**config.mk**
```make
export PLATFORM = sky130hd
export DESIGN_NAME = wishbone_1mst_to_nslv
export DESIGN_NICKNAME = d
export VERILOG_FILES = /design/src/rtl/wishbone_1mst_to_nslv.sv
export SDC_FILE = /design/constraint.sdc
export NUM_CORES = 1
export LEC_CHECK = 0
export ABC_AREA = 1
export ABC_CLOCK_PERIOD_IN_PS = 1450
export BUFFER_PORTS_ARGS = -buffer_cell sky130_fd_sc_hd__buf_2
export CORE_AREA = 2 2 205 207
export CTS_CLUSTER_DIAMETER = 50
export DETAILED_ROUTE_END_ITERATION = 10
export DIE_AREA = 0 0 207 209
export SLEW_MARGIN = 20
export SYNTH_ARGS = -nofsm -noshare
export SYNTH_HDL_FRONTEND = slang
export SYNTH_SLANG_ARGS = --single-unit
```
**constraint.sdc**
```tcl
create_clock -name wb_clk_i -period 1.45 [get_ports wb_clk_i]
set_input_delay 0.145 -clock wb_clk_i [delete_from_list [all_inputs] [get_ports wb_clk_i]]
set_output_delay 0.145 -clock wb_clk_i [all_outputs]
set_load 0.01 [all_outputs]
```
**src/rtl/wishbone_1mst_to_nslv.sv**
```systemverilog
// Wishbone classic 1-master to NB_SLV-slave router with a base/mask decode table.
// Registers the routing decision and response; terminates unmapped or hung accesses with an error.
module wishbone_1mst_to_nslv #(
  parameter int unsigned          NB_SLV    = 4,
  parameter logic [NB_SLV*32-1:0] BASE_ADDR = {32'h30030000, 32'h30020000,
                                               32'h30010000, 32'h30000000},
  parameter logic [NB_SLV*32-1:0] MASK_ADDR = {NB_SLV{32'hFFFF0000}},
  parameter int unsigned          TO_WIDTH  = 8,
  parameter int unsigned          TIMEOUT   = 255,
  parameter logic [31:0]          ERR_DATA  = 32'hDEADBEEF
) (
  input  logic                   wb_clk_i,
  input  logic                   wb_rst_i,
  input  logic                   wbs_m_cyc_i,
  input  logic                   wbs_m_stb_i,
  input  logic                   wbs_m_we_i,
  input  logic [31:0]            wbs_m_adr_i,
  input  logic [31:0]            wbs_m_dat_i,
  input  logic [3:0]             wbs_m_sel_i,
  output logic [31:0]            wbs_m_dat_o,
  output logic                   wbs_m_ack_o,
  output logic                   wbs_m_err_o,
  output logic [NB_SLV-1:0]      wbs_s_cyc_o,
  output logic [NB_SLV-1:0]      wbs_s_stb_o,
  output logic [NB_SLV-1:0]      wbs_s_we_o,
  output logic [NB_SLV*32-1:0]   wbs_s_adr_o,
  output logic [NB_SLV*32-1:0]   wbs_s_dat_o,
  output logic [NB_SLV*4-1:0]    wbs_s_sel_o,
  input  logic [NB_SLV*32-1:0]   wbs_s_dat_i,
  input  logic [NB_SLV-1:0]      wbs_s_ack_i,
  output logic                   err_irq,
  output logic [7:0]             err_count
);

  typedef enum logic [1:0] {StIdle, StActive, StDone, StErr} state_e;

  state_e              state_q, state_d;
  logic [NB_SLV-1:0]   slv_q, slv_d, hit;
  logic [31:0]         adr_q, adr_d, wdat_q, wdat_d, rdat_q, rdat_d;
  logic [3:0]          bsel_q, bsel_d;
  logic                we_q, we_d;
  logic [TO_WIDTH-1:0] timer_q, timer_d;
  logic [7:0]          cnt_q, cnt_d;
  logic                found, slv_ack;
  logic [31:0]         slv_rdat;

  // Priority decode: the lowest matching index wins.
  always_comb begin
    hit   = '0;
    found = 1'b0;
    for (int unsigned i = 0; i < NB_SLV; i++) begin
      if (!found && ((wbs_m_adr_i & MASK_ADDR[32*i +: 32]) ==
                     (BASE_ADDR[32*i +: 32] & MASK_ADDR[32*i +: 32]))) begin
        hit[i] = 1'b1;
        found  = 1'b1;
      end
    end
  end

  always_comb begin
    slv_rdat = '0;
    for (int unsigned i = 0; i < NB_SLV; i++) begin
      if (slv_q[i]) slv_rdat = slv_rdat | wbs_s_dat_i[32*i +: 32];
    end
    slv_ack = |(wbs_s_ack_i & slv_q);
  end

  always_comb begin
    state_d = state_q;
    slv_d   = slv_q;
    adr_d   = adr_q;
    wdat_d  = wdat_q;
    bsel_d  = bsel_q;
    we_d    = we_q;
    rdat_d  = rdat_q;
    cnt_d   = cnt_q;
    timer_d = '0;
    unique case (state_q)
      StIdle: begin
        if (wbs_m_cyc_i && wbs_m_stb_i) begin
          slv_d   = hit;
          adr_d   = wbs_m_adr_i;
          wdat_d  = wbs_m_dat_i;
          bsel_d  = wbs_m_sel_i;
          we_d    = wbs_m_we_i;
          state_d = StActive;
        end
      end
      StActive: begin
        if (!wbs_m_cyc_i) begin
          state_d = StIdle;
        end else if (slv_q == '0) begin
          // Unmapped: one cycle with no slave selected, so the error ack lands two cycles out.
          state_d = StErr;
          rdat_d  = ERR_DATA;
          cnt_d   = (cnt_q == 8'hFF) ? cnt_q : cnt_q + 8'd1;
        end else if (slv_ack) begin
          state_d = StDone;
          rdat_d  = slv_rdat;
        end else if (timer_q == TO_WIDTH'(TIMEOUT - 1)) begin
          state_d = StErr;
          rdat_d  = ERR_DATA;
          cnt_d   = (cnt_q == 8'hFF) ? cnt_q : cnt_q + 8'd1;
        end else begin
          timer_d = timer_q + 1'b1;
        end
      end
      StDone:  state_d = StIdle;
      StErr:   state_d = StIdle;
      default: state_d = StIdle;
    endcase
  end

  always_ff @(posedge wb_clk_i) begin
    if (wb_rst_i) begin
      state_q <= StIdle;
      slv_q   <= '0;
      adr_q   <= '0;
      wdat_q  <= '0;
      bsel_q  <= '0;
      we_q    <= 1'b0;
      rdat_q  <= '0;
      cnt_q   <= '0;
      timer_q <= '0;
    end else begin
      state_q <= state_d;
      slv_q   <= slv_d;
      adr_q   <= adr_d;
      wdat_q  <= wdat_d;
      bsel_q  <= bsel_d;
      we_q    <= we_d;
      rdat_q  <= rdat_d;
      cnt_q   <= cnt_d;
      timer_q <= timer_d;
    end
  end

  always_comb begin
    wbs_s_cyc_o = '0;
    wbs_s_stb_o = '0;
    wbs_s_we_o  = '0;
    wbs_s_adr_o = '0;
    wbs_s_dat_o = '0;
    wbs_s_sel_o = '0;
    for (int unsigned i = 0; i < NB_SLV; i++) begin
      if (state_q == StActive && slv_q[i]) begin
        wbs_s_cyc_o[i]          = 1'b1;
        wbs_s_stb_o[i]          = 1'b1;
        wbs_s_we_o[i]           = we_q;
        wbs_s_adr_o[32*i +: 32] = adr_q;
        wbs_s_dat_o[32*i +: 32] = wdat_q;
        wbs_s_sel_o[4*i +: 4]   = bsel_q;
      end
    end
  end

  assign wbs_m_ack_o = (state_q == StDone) || (state_q == StErr);
  assign wbs_m_err_o = (state_q == StErr);
  assign err_irq     = (state_q == StErr);
  assign wbs_m_dat_o = rdat_q;
  assign err_count   = cnt_q;

endmodule
```
==> metrics.cfg, run 1 <==
[run_status]
status = finished, violations left
violations = setup timing

[layout]
layout_commonest_cell = buf_2
final_nets = 1937
syn_to_final_growth_pct = 89.28
final_cells = 2283
finalInstanceArea_sq_um = 13170
final_cell_mix = buf_2 (485), nor2_1 (316), nand2_1 (139), dfxtp_1 (116), inv_1 (87)
drive_above_1_share_pct = 44.37
nFillCells = 4377

[pwr]
power.share.switching_pct = 27.13
total_power_uw = 9732
p_seq_share_pct = 37.5
p_int_uw = 7092
ir_drop_mv = 0.7035
clkPwrFrac_pct = 47.9
p_per_area_nw_per_um2 = 739.1
power_leakage_uw = 0.006293
power.switching_uw = 2640
comb_power_share_pct = 14.6

[yosys]
synth_edf_count = 0
synth_top_area_share_pct = 35.40
ys_top_cells_by_area = dfxtp_1 (35%), nor2_1 (21%), nand2_1 (7.6%)
ys_types = 33
synth_top_area_cell = dfxtp_1
postSynthCellCount = 1124
synth_seq_area_share_pct = 35.40
async_reset_ff_share_pct = 0
syn_area_per_cell_sq_um = 6.189
syn_nets = 1332
synth_warnings = 0
ys_ff_latch = 123
ys.flop_type = dfxtp_1
syn_area_sq_um = 6957

[worst_setup_path]
r2r_end = wdat_q[22]
ff2ff_setup_slack_ps = -290
slowest_delay_ps = 320
crit_start = state_q[1]
crit_path_max_fanout = 8
cp.arrival_ps = 1760
critical_path_buf_inv_count = 5
critPathLaunchType = register
worstSetupEndpointType = primary output
worstPathCellList = inv_2 > nand2_4 > nor2_4 > inv_8 > buf_16 > clkbuf_16 > nor2_2 > buf_2
critical-path-top-delay-family = buffers and inverters
crit_cells = 8
slowest_stage = dfxtp_2
rr_startpoint = state_q[1]
rr_worst_depth = 8
path_class = register to primary output
crit_required_ps = 1310

[placed_design]
dp_cells = 2165
portBuffers = 531
dp_slack_ps = -163.9
place_area_sq_um = 10550
gp_congestion = 0.9175
dp_hpwl_microns = 25750

[die]
num_io_pins = 532
chipWidth_microns = 207
design.die.area_sq_um = 43260
core_area_sq_um = 41290
die_y_microns = 209
row_count = 75
start_util_pct = 16.85

[timing]
skew_ps = 5.670
finalCritPeriodShare_pct = 131.5
worst_hold_slack_ps = 29.32
setup_viol_count_final = 402
rsz0062_at_grt = yes
relSlewSlack_pct = 68.05
setup_slack_ps = -456.8
report.final.hold_viol_count = 0
period_needed_ps = 1907
worst_pin_slew_ps = 478.7
clock.fmax_ghz = 0.5244
final_max_slew_viol_count = 0

[clocking]
cts.sinks = 123
cts_buffers = 17
h-tree-depth = 4
insertion_delay_ps = 430
clk_pin_slew_ps = 60
cts_root_buf = clkbuf_16
cts.path.max_buffers = 2
cts_tree = done

[global_routing]
grt_pass1_wl_microns = 54940
first_global_vias = 9126
antenna_found_initial = 1
grt_max_degree = 70
grt_usage_pct = 16.91
grt-ovfl-total = 0

[routing]
vias = 9711
routed_via_density = 4.254
first_pass_iters = 5
post-route-drc-count = 0
routedWlPerCell_microns = 17.21
antenna_left = 0
routed_wl_microns = 39280
drt_iter0_markers = 560

[job]
maxCapViolCount = 0

[min_path]
min_path_cells = 3
hp-start = wbs_m_adr_i[24]
min_to = adr_q[24]
hp-class = primary input to register

-- worst register-to-register path, cell delays in order, from the launching register on --
cell and delay, ps:
dfxtp_2 320, buf_4 120, buf_4 130, nor2_1 210
nand3_4 100, buf_12 170, buf_12 220, o21ai_0 280
a21oi_1 60
-- per-layer routing --
metal	up-vias	share of wire [%]	track usage (%)
li1	4749	-	-
met1	4382	37	17.96
met2	511	52	30.91
met3	69	7.6	5.020
met4	0	3.3	7.340
met5	-	0	0
-- through the flow --
stage	utilization [%]	setup TNS, ps
4_1_cts	30.72	-130910
3_5_place_dp	25.55	-10210
2_1_floorplan	-	-1291
5_1_grt	31.88	-162580
6_report	31.89	-115120
3_3_place_gp	25.55	-7269
-- Yosys cell counts (2+ instances only) --
library cell	n
o21ai_0	69
dfxtp_1	123
a21oi_2	6
or2_2	3
nor2_2	2
nor2_1	396
a22o_1	24
clkbuf_1	51
nor3_1	7
nand2_1	140
nand2_2	8
o21bai_1	24
xnor2_1	2
ha_1	3
inv_2	5
a21oi_1	75
inv_1	90
buf_4	8
nand3_1	38
xor2_1	3
buf_6	4
buf_1	2
nand4_1	11
buf_2	21
-- power by group through the flow --
stage,Clock [uW],Sequential (uW),Combinational (uW)
3_5_place_dp,0,3730,1230
5_1_grt,5010,3670,1560
4_1_cts,4850,3650,1380
2_1_floorplan,0,3750,527
6_report,4660,3650,1420
3_3_place_gp,0,3720,1210
-- logic make-up (layout without fill, tap and decap cells) --
group	Yosys count	in the layout	share of synthesized area (%)
AND/OR/NAND/NOR	612	612	35.52
AO/OA/AOI/OAI	200	200	16.91
buffers and inverters	181	799	11.01
flip-flops	123	123	35.40
XOR/XNOR	5	5	0.6296
adder cells (fa/ha/maj)	3	3	0.5396
other	0	2	0
-- state kept, by name, indices dropped and copies added, names as in the netlist --
signal,flops
we_q,1
wbs_m_dat_o,32
timer_q,8
slv_q,4
bsel_q,4
adr_q,32
state_q,2
wdat_q,32
err_count,8
-- timing repair --
action / CTS / global route
pin swaps: 4 / 5
setup endpoints to repair: 388 / 409
gates cloned: 17 / 4
buffers inserted: 12 / 2
hold endpoints to repair: 51 / 0
hold buffers: 52 / 0
gates resized for setup: 127 / 93
-- area by class of cell --
cell class / instances / area (sq um) / area share [%]
Clock buffer: 18 / 439.2 / 3.335
Antenna cell: 2 / 5.005 / 0.03801
Clock inverter: 14 / 193.9 / 1.473
Multi-Input combinational cell: 820 / 4187 / 31.79
Tap cell: 539 / 674.4 / 5.122
Sequential cell: 123 / 2476 / 18.80
Inverter: 95 / 379.1 / 2.879
Timing Repair Buffer: 672 / 4813 / 36.55
-- worst max-delay path by stage --
stage / slack, ps / endpoint
finish: -460 / wbs_s_dat_o[65]
global route: -580 / wbs_s_dat_o[5]
floorplan: -50 / wbs_s_adr_o[53]
CTS: -450 / wbs_s_adr_o[28]
detailed placement: -160 / wdat_q[22]
global placement: -170 / wdat_q[22]
(Power assumes the default switching activity.)
==> inputs of run 2 (changes only) <==
--- a/config.mk
+++ b/config.mk
@@ -12,6 +12,8 @@
 export CTS_CLUSTER_DIAMETER = 50
 export DETAILED_ROUTE_END_ITERATION = 10
 export DIE_AREA = 0 0 207 209
+export HOLD_SLACK_MARGIN = 0.1
+export REMOVE_ABC_BUFFERS = 1
 export SLEW_MARGIN = 20
 export SYNTH_ARGS = -nofsm -noshare
 export SYNTH_HDL_FRONTEND = slang
==> run 2 against run 1 <==
  * First-iteration DRC count rose by 3.4%
  * The flow still finishes with violations (setup timing)
  * Sequential share of layout area fell by 0.30 points
  * Largest cell class unchanged
  * Non-clock buffer count rose by 63
  * Highest routed layer is now met5
  * Maximum frequency rose by 5.5%
==> metrics.cfg, run 2 (synthesized netlist as in run 1, its figures left out) <==
[run_status]
status = finished, violations left  ; unchanged
violations = setup timing  ; unchanged

[timing]
report.final.hold_viol_count = 0  ; unchanged
worst_pin_slew_ps = 550.8  ; was 478.7 ps
setup_viol_count_final = 362  ; was 402
setup_slack_ps = -357.4  ; was -456.8 ps
worst_hold_slack_ps = 137.5  ; was 29.32 ps
finalCritPeriodShare_pct = 124.6  ; was 131.5%
period_needed_ps = 1807  ; was 1907 ps
final_max_slew_viol_count = 0  ; unchanged
skew_ps = 12.38  ; was 5.670 ps
clock.fmax_ghz = 0.5533  ; was 0.5244 GHz
relSlewSlack_pct = 63.28  ; was 68.05%
rsz0062_at_grt = yes  ; unchanged

[min_path]
hp-class = primary input to register  ; unchanged
min_path_cells = 6  ; was 3
min_to = wbs_m_dat_o[25]  ; was adr_q[24]
hp-start = wbs_s_dat_i[57]  ; was wbs_m_adr_i[24]

[routing]
routed_via_density = 4.271  ; was 4.254
routed_wl_microns = 36700  ; was 39,280 microns
first_pass_iters = 7  ; was 5
post-route-drc-count = 0  ; unchanged
vias = 10020  ; was 9,711
drt_iter0_markers = 579  ; was 560
routedWlPerCell_microns = 15.65  ; was 17.21 microns
antenna_left = 0  ; unchanged

[die]
design.die.area_sq_um = 43260  ; unchanged
die_y_microns = 209  ; unchanged
core_area_sq_um = 41290  ; unchanged
row_count = 75  ; unchanged
chipWidth_microns = 207  ; unchanged
num_io_pins = 532  ; unchanged
start_util_pct = 16.85  ; unchanged

[clocking]
cts_tree = done  ; unchanged
cts_root_buf = clkbuf_16  ; unchanged
cts_buffers = 17  ; unchanged
cts.sinks = 123  ; unchanged
clk_pin_slew_ps = 60  ; about the same
h-tree-depth = 4  ; unchanged
insertion_delay_ps = 440  ; was 430 ps
cts.path.max_buffers = 2  ; unchanged

[layout]
layout_commonest_cell = buf_2  ; unchanged
drive_above_1_share_pct = 43.21  ; was 44.37%
syn_to_final_growth_pct = 92.10  ; was 89.28%
final_nets = 2001  ; was 1,937
final_cell_mix = buf_2 (511), nor2_1 (314), nand2_1 (137), dfxtp_1 (116), dlygate4sd3_1 (116)  ; was buf_2 (485), nor2_1 (316), nand2_1 (139), dfxtp_1 (116), inv_1 (87)

[worst_setup_path]
critPathLaunchType = register  ; unchanged
crit_required_ps = 1310  ; about the same
ff2ff_setup_slack_ps = -180  ; was -290 ps
path_class = register to primary output  ; unchanged
crit_path_max_fanout = 20  ; was 8
cp.arrival_ps = 1660  ; was 1760 ps
rr_startpoint = state_q[1]  ; unchanged
worstSetupEndpointType = primary output  ; unchanged
r2r_end = wbs_m_dat_o[20]  ; was wdat_q[22]
rr_worst_depth = 12  ; was 8

[global_routing]
first_global_vias = 9597  ; was 9,126
antenna_found_initial = 4  ; was 1
grt-ovfl-total = 0  ; unchanged
grt_usage_pct = 15.76  ; was 16.91%
grt_max_degree = 62  ; was 70
grt_pass1_wl_microns = 52850  ; was 54,940 microns

[placed_design]
gp_congestion = 0.9359  ; was 0.9175
portBuffers = 531  ; unchanged
dp_hpwl_microns = 26350  ; was 25,750 microns

[pwr]
total_power_uw = 9880  ; was 9732 uW
power_leakage_uw = 0.006446  ; was 0.006293 uW
ir_drop_mv = 0.6257  ; was 0.7035 mV
p_per_area_nw_per_um2 = 739.3  ; was 739.1 nW/um^2

[job]
maxCapViolCount = 0  ; unchanged

[run 2: changes by cell type in the layout (fill, tap and decap cells not counted), sizes merged]
cell / change
dlygate4sd3: +64
clkinv: -5
buf: +1
clkbuf: +1
clkinvlp: +1
diode: -1
nor2: +1
[run 2: cell type report]
type | instances | area (sq um)
diodes | 1 | 2.502
clock buffers | 21 | 460.4
clock inverters | 10 | 165.2
fillers | 4346 | 27930
inverters | 95 | 371.6
multi-input cells | 821 | 4146
flip-flops and latches | 123 | 2474
well taps | 539 | 674.4
repair buffers | 735 | 5070
[run 2: per-stage QoR]
step           setup slack (ps)  utilization, %  cell area, sq um  instances  TNS (ps)
4_1_cts                  -390.7           31.23             12900       2335   -102040
6_report                 -357.4           32.37             13360       2345    -85500
3_3_place_gp             -423.4           25.89             10690       2180     -4045
5_1_grt                  -463.6           32.37             13360       2345   -126030
3_5_place_dp             -450.3           25.89             10690       2180    -10380
2_1_floorplan             -1045               -              6548       1038   -300060
[run 2: power by group]
part	total, uW	switching, uW	internal, uW
Sequential	3660	69.2	3590
Clock	4660	1700	2960
Combinational	1560	861	703
[run 2: worst max path at each step]
stage | from | end | slack (ps) | depth (start not counted)
final | state_q[1] | wbs_s_dat_o[80] | -360 | 7
after global routing | slv_q[2] | wbs_s_dat_o[80] | -460 | 6
after CTS | state_q[1] | wbs_s_sel_o[10] | -390 | 8
after detailed placement | state_q[0] | slv_q[1] | -450 | 8
after global placement | state_q[0] | slv_q[1] | -420 | 8
after floorplan | state_q[1] | adr_q[0] | -1050 | 4
[run 2: layer usage]
layer	vias up	part of all wire (%)	track usage, %
met5	-	0.052	0
met4	4	3.7	7.340
met3	73	6.9	3.968
li1	4867	-	-
met2	502	49	27.97
met1	4569	40	17.66
[run 2: critical path: stages (launching register included)]
cell	delay (ps)
dfxtp_2	330
inv_2	60
nand2_4	80
nor2_4	160
inv_8	100
clkbuf_16	220
nor2_1	130
buf_2	150
[run 2: repair_timing]
action,in CTS,in global routing
resized for setup,84,101
setup buffers,4,7
cloned,4,3
endpoints found under the setup margin,398,404
hold buffers,116,0
endpoints found under the hold margin,93,0
pin swaps,3,11
==> inputs of run 3 (changes only) <==
--- a/config.mk
+++ b/config.mk
@@ -14,6 +14,7 @@
 export DIE_AREA = 0 0 207 209
 export HOLD_SLACK_MARGIN = 0.1
 export REMOVE_ABC_BUFFERS = 1
+export SETUP_SLACK_MARGIN = 0.05
 export SLEW_MARGIN = 20
 export SYNTH_ARGS = -nofsm -noshare
 export SYNTH_HDL_FRONTEND = slang
==> run 3 against run 2 <==
  * The run still ends with setup timing left
  * Setup slack worse by 24 ps
  * Cell area down 1.6%
  * Die area unchanged
  * Register-to-register slack about the same
  * Core utilization down 0.53 points
  * Global-route usage about the same
  * Largest power group unchanged
  * Highest routed layer unchanged
  * Clock power about the same
  * Sequential cell count unchanged
==> metrics.cfg, run 3 (synthesized netlist as in run 1, its figures left out) <==
[timing]
clock.fmax_ghz = 0.5460  ; was 0.5533 GHz
report.final.hold_viol_count = 0  ; unchanged
skew_ps = 12.28  ; was 12.38 ps
final_max_slew_viol_count = 0  ; unchanged
setup_slack_ps = -381.6  ; was -357.4 ps
rsz0062_at_grt = yes  ; unchanged
worst_hold_slack_ps = 141.2  ; was 137.5 ps
period_needed_ps = 1832  ; was 1807 ps
setup_viol_count_final = 364  ; was 362
worst_pin_slew_ps = 550.8  ; about the same
relSlewSlack_pct = 63.28  ; about the same
finalCritPeriodShare_pct = 126.3  ; was 124.6%
tns_ps = -88060  ; was -85,500 ps

[routing]
first_pass_iters = 4  ; was 7
antenna_left = 0  ; unchanged
post-route-drc-count = 0  ; unchanged
routed_via_density = 4.241  ; was 4.271
drt_iter0_markers = 490  ; was 579
routedWlPerCell_microns = 15.26  ; was 15.65 microns
routed_wl_microns = 35720  ; was 36,700 microns
vias = 9924  ; was 10,020

[worst_setup_path]
critPathLaunchType = register  ; unchanged
crit_path_max_fanout = 41  ; was 20
cp.arrival_ps = 1690  ; was 1660 ps
worstSetupEndpointType = primary output  ; unchanged
crit_required_ps = 1310  ; about the same
path_class = register to primary output  ; unchanged

[global_routing]
grt_usage_pct = 15.80  ; was 15.76%
grt_max_degree = 62  ; unchanged
grt_pass1_wl_microns = 53020  ; was 52,850 microns
antenna_found_initial = 4  ; unchanged
grt-ovfl-total = 0  ; unchanged
first_global_vias = 9592  ; was 9,597

[die]
die_y_microns = 209  ; unchanged
start_util_pct = 16.85  ; unchanged
core_area_sq_um = 41290  ; unchanged
design.die.area_sq_um = 43260  ; unchanged
num_io_pins = 532  ; unchanged
row_count = 75  ; unchanged
chipWidth_microns = 207  ; unchanged

[layout]
post-route-util_pct = 31.84  ; was 32.37%
nFillCells = 4362  ; was 4,346
syn_to_final_growth_pct = 88.98  ; was 92.10%
drive_above_1_share_pct = 43.06  ; was 43.21%
finalInstanceArea_sq_um = 13150  ; was 13,360 sq um
final_cell_mix = buf_2 (518), nor2_1 (307), nand2_1 (138), dfxtp_1 (118), dlygate4sd3_1 (116)  ; was buf_2 (511), nor2_1 (314), nand2_1 (137), dfxtp_1 (116), dlygate4sd3_1 (116)
final_nets = 1996  ; was 2,001
layout_commonest_cell = buf_2  ; unchanged

[placed_design]
portBuffers = 531  ; unchanged
dp_slack_ps = -450.3  ; unchanged
place_area_sq_um = 10690  ; unchanged
gp_congestion = 0.9359  ; unchanged
dp_hpwl_microns = 26350  ; unchanged

[clocking]
h-tree-depth = 4  ; unchanged
cts_tree = done  ; unchanged
cts_root_buf = clkbuf_16  ; unchanged
cts_buffers = 17  ; unchanged
insertion_delay_ps = 430  ; was 440 ps
cts.sinks = 123  ; unchanged
cts.path.max_buffers = 2  ; unchanged
clk_pin_slew_ps = 60  ; about the same

[job]
maxCapViolCount = 0  ; unchanged

[pwr]
power_leakage_uw = 0.006369  ; was 0.006446 uW
p_per_area_nw_per_um2 = 750.3  ; was 739.3 nW/um^2
ir_drop_mv = 0.6241  ; was 0.6257 mV

[min_path]
hp-class = primary input to register  ; unchanged

[run_status]
status = finished, violations left  ; unchanged
violations = setup timing  ; unchanged

-- run 3: cell count changes in the layout (fill, tap and decap cells not counted), moves of 7 or more --
cell | previous run | this run
buf_2 | 511 | 518
buf_6 | 24 | 16
nor2_1 | 314 | 307
nor2_2 | 57 | 73
nor2_4 | 29 | 20
-- run 3: what timing repair did --
| action | 4_1_cts | 5_1_grt |
|---|---|---|
| setup buffers | 4 | 3 |
| resized for setup | 84 | 75 |
| setup endpoints to repair | 403 | 405 |
| pin swaps | 3 | 5 |
| hold buffers | 116 | 0 |
| cloned | 4 | 1 |
| endpoints found under the hold margin | 93 | 0 |
-- run 3: worst paths after layout --
kind                                 startpoint                to  slack [ps]  cells after the start
worst max-delay path                 state_q[1]  wbs_s_dat_o[104]        -380                      8
worst min-delay path            wbs_s_dat_i[57]   wbs_m_dat_o[25]         140                      6
worst max register to register         slv_q[2]   wbs_m_dat_o[21]        -180                     11
worst min register to register   wbs_m_dat_o[8]    wbs_m_dat_o[8]         490                      2
-- run 3: cell type report --
type / instances / area (sq um) / area share, %
Timing Repair Buffer: 730 / 4915 / 37.38
Antenna cell: 1 / 2.502 / 0.01903
Tap cell: 539 / 674.4 / 5.130
Inverter: 95 / 369.1 / 2.808
Multi-Input combinational cell: 821 / 4091 / 31.12
Clock inverter: 10 / 165.2 / 1.256
Clock buffer: 21 / 460.4 / 3.502
Sequential cell: 123 / 2469 / 18.78
-- run 3: critical path, stage by stage, from the launching register on --
cell and delay [ps]:
dfxtp_2 320, inv_2 60, nand2_4 80, buf_4 150, nor2_4 80, inv_2 70, buf_12 160, nor2_1 140
buf_2 140
-- run 3: through the flow --
step / std cells / power [uW]
after global routing: 2340 / 10360
after CTS: 2335 / 10030
after floorplan: 1038 / 4231
after global placement: 2180 / 4933
final: 2340 / 9864
after detailed placement: 2180 / 4962
-- run 3: layer usage --
metal | part of all wire, % | GRT usage [%]
met1 | 41 | 17.81
met2 | 49 | 27.89
met3 | 6.4 | 3.907
met4 | 4.1 | 7.537
met5 | 0.053 | 0
-- run 3: power by group --
group / internal, uW / switching, uW
Sequential: 3590 / 68.7
Combinational: 698 / 854
Clock: 2960 / 1690
